[src/rtl/memrdseq_if.sv]
// Host/memory signal bundle for the memrdseq read sequencer.
// The sequencer is the slave of the requester and drives the memory strobes.
interface memrdseq_if;
  logic        REQ;
  logic [15:0] ADDR;
  logic        WORD;
  logic        BUSY;
  logic        DONE;
  logic        ERR;
  logic [15:0] D;
  logic [14:0] MA;
  logic        MRD;
  logic [15:0] MD;
  logic        MRDY;

  modport master (
    output REQ, ADDR, WORD, MD, MRDY,
    input  BUSY, DONE, ERR, D, MA, MRD
  );

  modport slave (
    input  REQ, ADDR, WORD, MD, MRDY,
    output BUSY, DONE, ERR, D, MA, MRD
  );
endinterface

[src/rtl/memrdseq.sv]
// memrdseq: byte/word read sequencer over a 16-bit little-endian memory.
// Unaligned word reads take two bus beats separated by a one-cycle gap.
// Each beat is aborted after TMO cycles without MRDY.
module memrdseq #(
  parameter int TMO = 255
) (
  input  logic       CLK,
  input  logic       RESET,
  memrdseq_if.slave  bus
);

  typedef enum logic [2:0] {IDLE, RD1, GAP, RD2, FIN} state_t;

  // Wait-counter value at which a beat without MRDY is abandoned.
  localparam logic [7:0] CNT_LAST = 8'(TMO - 1);

  state_t      state, state_nxt;
  logic [14:0] ma, ma_nxt;
  logic [15:0] d, d_nxt;
  logic [7:0]  cnt, cnt_nxt;
  logic        err, err_nxt;
  logic        lsb, lsb_nxt;
  logic        word, word_nxt;

  // State and datapath registers with synchronous reset.
  always_ff @(posedge CLK) begin
    if (RESET) begin
      state <= IDLE;
      ma    <= '0;
      d     <= '0;
      cnt   <= '0;
      err   <= 1'b0;
      lsb   <= 1'b0;
      word  <= 1'b0;
    end else begin
      state <= state_nxt;
      ma    <= ma_nxt;
      d     <= d_nxt;
      cnt   <= cnt_nxt;
      err   <= err_nxt;
      lsb   <= lsb_nxt;
      word  <= word_nxt;
    end
  end

  // Next-state and capture logic; every register holds unless a case updates it.
  always_comb begin
    state_nxt = state;
    ma_nxt    = ma;
    d_nxt     = d;
    cnt_nxt   = cnt;
    err_nxt   = err;
    lsb_nxt   = lsb;
    word_nxt  = word;
    case (state)
      IDLE: begin
        if (bus.REQ) begin
          lsb_nxt   = bus.ADDR[0];
          word_nxt  = bus.WORD;
          ma_nxt    = bus.ADDR[15:1];
          cnt_nxt   = '0;
          err_nxt   = 1'b0;
          state_nxt = RD1;
        end
      end
      RD1: begin
        // MRDY beats the timeout when both land in the same cycle.
        if (bus.MRDY) begin
          cnt_nxt = '0;
          if (!word) begin
            d_nxt     = {8'h00, (lsb ? bus.MD[15:8] : bus.MD[7:0])};
            state_nxt = FIN;
          end else if (!lsb) begin
            d_nxt     = bus.MD;
            state_nxt = FIN;
          end else begin
            // Odd start: low result byte is the odd byte of this word.
            d_nxt[7:0] = bus.MD[15:8];
            state_nxt  = GAP;
          end
        end else if (cnt == CNT_LAST) begin
          d_nxt     = '0;
          err_nxt   = 1'b1;
          state_nxt = FIN;
        end else begin
          cnt_nxt = cnt + 8'd1;
        end
      end
      GAP: begin
        // Step to the next word; 15-bit add wraps 0x7FFF to 0x0000.
        ma_nxt    = ma + 15'd1;
        cnt_nxt   = '0;
        state_nxt = RD2;
      end
      RD2: begin
        if (bus.MRDY) begin
          d_nxt[15:8] = bus.MD[7:0];
          cnt_nxt     = '0;
          state_nxt   = FIN;
        end else if (cnt == CNT_LAST) begin
          d_nxt     = '0;
          err_nxt   = 1'b1;
          state_nxt = FIN;
        end else begin
          cnt_nxt = cnt + 8'd1;
        end
      end
      FIN: begin
        err_nxt   = 1'b0;
        state_nxt = IDLE;
      end
      default: state_nxt = IDLE;
    endcase
  end

  assign bus.BUSY = (state != IDLE);
  assign bus.DONE = (state == FIN);
  assign bus.ERR  = (state == FIN) && err;
  assign bus.MRD  = (state == RD1) || (state == RD2);
  assign bus.MA   = ma;
  assign bus.D    = d;

endmodule

[src/flat_wrapper.sv]
// flat-port wrapper written by rule: the top's interface ports become plain ports
module memrdseq_flat 
#(
  parameter int TMO = 255
)
  (CLK, RESET, bus_REQ, bus_ADDR, bus_WORD, bus_MD, bus_MRDY, bus_BUSY, bus_DONE, bus_ERR, bus_D, bus_MA, bus_MRD);
  memrdseq_if bus_i ();
  input  logic CLK;
  input  logic RESET;
  input wire logic [$bits(bus_i.REQ)-1:0] bus_REQ;
  input wire logic [$bits(bus_i.ADDR)-1:0] bus_ADDR;
  input wire logic [$bits(bus_i.WORD)-1:0] bus_WORD;
  input wire logic [$bits(bus_i.MD)-1:0] bus_MD;
  input wire logic [$bits(bus_i.MRDY)-1:0] bus_MRDY;
  output wire logic [$bits(bus_i.BUSY)-1:0] bus_BUSY;
  output wire logic [$bits(bus_i.DONE)-1:0] bus_DONE;
  output wire logic [$bits(bus_i.ERR)-1:0] bus_ERR;
  output wire logic [$bits(bus_i.D)-1:0] bus_D;
  output wire logic [$bits(bus_i.MA)-1:0] bus_MA;
  output wire logic [$bits(bus_i.MRD)-1:0] bus_MRD;
  assign bus_i.REQ = bus_REQ;
  assign bus_i.ADDR = bus_ADDR;
  assign bus_i.WORD = bus_WORD;
  assign bus_i.MD = bus_MD;
  assign bus_i.MRDY = bus_MRDY;
  assign bus_BUSY = bus_i.BUSY;
  assign bus_DONE = bus_i.DONE;
  assign bus_ERR = bus_i.ERR;
  assign bus_D = bus_i.D;
  assign bus_MA = bus_i.MA;
  assign bus_MRD = bus_i.MRD;
  memrdseq #(.TMO(TMO)) u_core (.CLK(CLK), .RESET(RESET), .bus(bus_i));
endmodule
[config.mk]
export PLATFORM = sky130hd
export DESIGN_NAME = memrdseq_flat
export DESIGN_NICKNAME = d
export VERILOG_FILES = /design/src/rtl/memrdseq_if.sv /design/src/rtl/memrdseq.sv /design/src/flat_wrapper.sv
export SDC_FILE = /design/constraint.sdc
export NUM_CORES = 1
export LEC_CHECK = 0
export BUFFER_PORTS_ARGS = -buffer_cell sky130_fd_sc_hd__buf_2
export CORE_MARGIN = 2
export CORE_UTILIZATION = 35
export CTS_CLUSTER_DIAMETER = 60
export DETAILED_ROUTE_END_ITERATION = 7
export GPL_TIMING_DRIVEN = 1
export SYNTH_ARGS = -nofsm -noshare
export SYNTH_HDL_FRONTEND = slang
export SYNTH_SLANG_ARGS = --single-unit
[constraint.sdc]
create_clock -name CLK -period 1.85 [get_ports CLK]
set_clock_uncertainty 0.15 [all_clocks]
set_input_delay 0.555 -clock CLK [delete_from_list [all_inputs] [get_ports CLK]]
set_output_delay 0.555 -clock CLK [all_outputs]
set_load 0.05 [all_outputs]
==> flow_metrics.tcl <==
set metrics [dict create \
    cts.reportedPaths.clkPinSlew_ps 90 \
    io_buffers 71 \
    place_area_um2 3100 \
    avgSynthCellArea_um2 8.05 \
    synth_top_family_by_area "compound AO/OA/AOI/OAI gates" \
    die_area_um2 7530 \
    synth_compound_area_share_pct 26.0 \
    setup_violations 4 \
    synth.distinct_cells 49 \
    timing.rr.end "u_core.cnt[2]" \
    first_pass_iters 4 \
    hold_viol 0 \
    clk_path_buf_depth 2 \
    clk-insertion-delay-late_ps 290 \
    ir_drop_v 0.000418 \
    yosysWarningCount 0 \
    rsz0062_at_grt "yes" \
    tightest_slew_ps 455 \
    fin_ws_ps -33.2 \
    antenna_found_initial 0 \
    tritoncts "yes" \
    ys.flop_type "dfxtp_1" \
    max_freq_ghz 0.531 \
    synthAdderAreaFrac_pct 1.56 \
    min_delay_path_depth 2 \
    r2r_cells 6 \
    switching_share_pct 32.3 \
    cts_made_buffers 5 \
    power_frac_comb_pct 25.0 \
    crit_chain "buf_6, inv_4, nor3_4, buf_6" \
    core_area_um2 6720 \
    drt-initial-drc-count 107 \
    synth_fp_nets 338 \
    grt_usage_pct 18.6 \
    slew_violations 0 \
    status "finished with violations" \
    r2r_slack_ps -30 \
    worstPathArrival_ps 1180 \
    cts_hold_buf 0 \
    rows 30 \
    syn_inst 298 \
    area_growth_pct 41.2 \
    path_class "reg2out" \
    synth_edf_count 0 \
    p_clk_share_pct 27.2 \
    power_density_nw_per_um2 652 \
    finalNonFillerCells 483 \
    cts_root_buf "clkbuf_8" \
    worst_setup_path_end_kind "primary output" \
    synth_xor_xnor_area_share_pct 0.365 \
    fin_crit_ps 1880 \
    p_int_mw 1.49 \
    min-delay-start "u_core.bus.D[8]" \
    worstPathRequired_ps 1140 \
    period_share_pct 102 \
    synth_area_um2 2400 \
    antennaDiodeCount 0 \
    critPathMaxFanout 8 \
    routed_wl_um 6990 \
    vias_per_cell 5.49 \
    violations "negative setup slack" \
    layout-drive-gt1-share_pct 39.7 \
    hold_path_end "u_core.bus.D[8]" \
    hpwl_um 5090 \
    fp.dieW_um 86.8 \
    slew_headroom_pct 69.5 \
    cts_max_level 2 \
    crit_path_max_incr_delay_ps 340 \
    num_io_pins 72 \
    grt_max_degree 16 \
    synth-seq-cells 45 \
    timing.rr.start "u_core.state[0]" \
    synth_simple_gate_area_share_pct 25.9 \
    grt_first_pass_wirelength_um 11200 \
    start_util_pct 35.7 \
    maxCapViolCount 0 \
    final.setup.tns_ps -101 \
    leakagePower_nw 1.40 \
    postRouteAntennaNets 0 \
    clock_sinks 45 \
    startpoint_type "flop" \
    hp-class "reg2reg" \
    design_area_um2 3390 \
    gr-total-overflow 0 \
    first_global_vias 2391 \
    nets 442 \
    dp_cells 465 \
    synthMuxAreaShare_pct 4.17 \
    wl_per_cell_um 14.5 \
    place.gp.congestion 0.799 \
    die_h_um 86.8 \
    p_seq_share_pct 47.8 \
    dr_total_vias 2650 \
    p_switching_mw 0.713 \
    synth_seq_area_share_pct 37.6 \
    drc 0 \
    async_flop_share_pct 0 \
    critPathMostFrequentCell "buf_6" \
    cp_slowest_cell "dfxtp_2" \
]
==> how the worst max path moves through the flow <==
stage / slack, ps / start / to
2_1_floorplan: -30 / u_core.state[2] / u_core.bus.MA[9]
3_3_place_gp: -110 / bus_REQ / u_core.cnt[2]
3_5_place_dp: -120 / bus_REQ / u_core.cnt[2]
4_1_cts: -40 / u_core.state[1] / u_core.cnt[2]
5_1_grt: -90 / u_core.state[0] / u_core.bus.MA[8]
6_report: -30 / u_core.state[2] / bus_DONE
==> power groups by stage <==
stage                     logic, mW  registers [mW]  clock network [mW]
after floorplan               0.200            1.19                   0
after global placement        0.503            1.08                   0
after detailed placement      0.506            1.07                   0
after CTS                     0.531            1.05               0.622
after global routing          0.595            1.06               0.655
final                         0.551            1.05               0.601
==> timing repair <==
| action | CTS | global route |
|---|---|---|
| resized for setup | 25 | 14 |
| pin swaps | 3 | 13 |
| cloned | 0 | 1 |
| endpoints found under the setup margin | 7 | 14 |
| buffers inserted | 6 | 3 |
| endpoints found under the hold margin | 0 | 0 |
==> registers in the layout, indices dropped and copies added (netlist names) <==
signal,flops
u_core.cnt,8
u_core.state,3
u_core.bus.MA,15
u_core.bus.D,16
u_core.lsb,1
u_core.err,1
u_core.word,1
==> routing by layer <==
metal	global-route usage [%]	routed length (um)
met1	23.7	3220
met2	32.0	3460
met3	3.52	280
met4	4.69	34
met5	0	0
==> cell usage after synthesis (4+ instances only) <==
library cell	number	area, um2
dfxtp_1	45	901
a21oi_1	31	155
nand2_1	27	101
o21ai_0	22	110
nand3_1	20	100
and3_1	17	106
clkbuf_1	17	63.8
or3_1	11	68.8
a22oi_1	9	67.6
a31oi_1	9	56.3
mux2_2	8	90.1
nor2_1	8	30.0
o211ai_1	8	60.1
inv_1	7	26.3
or4_1	6	45.0
nand4_1	5	31.3
nor3_1	4	20.0
==> placed cells by master, fill, tap and decap left out, types with 4 or more instances in the layout <==
| cell type | synthesis | routed |
|---|---|---|
| a22oi_1 | 9 | 9 |
| buf_2 | 1 | 68 |
| a21oi_2 | 0 | 4 |
| o21ai_0 | 22 | 22 |
| dfxtp_2 | 0 | 7 |
| nor2_1 | 8 | 7 |
| clkbuf_8 | 0 | 5 |
| a31oi_1 | 9 | 9 |
| inv_1 | 7 | 5 |
| nand3_1 | 20 | 20 |
| a21oi_1 | 31 | 27 |
| or3_1 | 11 | 9 |
| buf_4 | 0 | 37 |
| mux2_2 | 8 | 8 |
| or4_1 | 6 | 5 |
| dfxtp_1 | 45 | 36 |
| nand2_1 | 27 | 26 |
| o211ai_1 | 8 | 8 |
| and3_1 | 17 | 16 |
| nand4_1 | 5 | 5 |
| buf_6 | 1 | 8 |
==> cells by family after synthesis <==
family,Yosys count
simple gates,114
xor+xnor,1
mux,9
buf+inv,26
fa+ha+maj,3
compound gates,100
flops,45
==> layout make-up <==
| type | instances | area (um2) |
|---|---|---|
| tap | 80 | 100 |
| sequential | 45 | 917 |
| timing repair buffer | 116 | 753 |
| inverter | 7 | 31.3 |
| multi-input combinational | 227 | 1500 |
| clock buffer | 7 | 76.3 |
| fill | 674 | 3330 |
| clock inverter | 1 | 7.51 |
==> through the flow <==
stage	hold WS [ps]	worst slack, ps	power, mW	util, %
5_1_grt	340	-94.8	2.31	50.4
6_report	327	-33.2	2.21	50.4
2_1_floorplan	310	-26.7	1.39	-
3_3_place_gp	310	-111	1.58	46.1
4_1_cts	328	-37.7	2.21	49.2
3_5_place_dp	316	-125	1.58	46.1
==> worst max-delay path, delay by kind of cell, from the launching register on <==
| family | cells | cell delay [ps] |
|---|---|---|
| buf+inv | 3 | 370 |
| simple gates | 1 | 170 |
| flops | 1 | 340 |
Note: power is estimated with default switching activity, not from simulation.
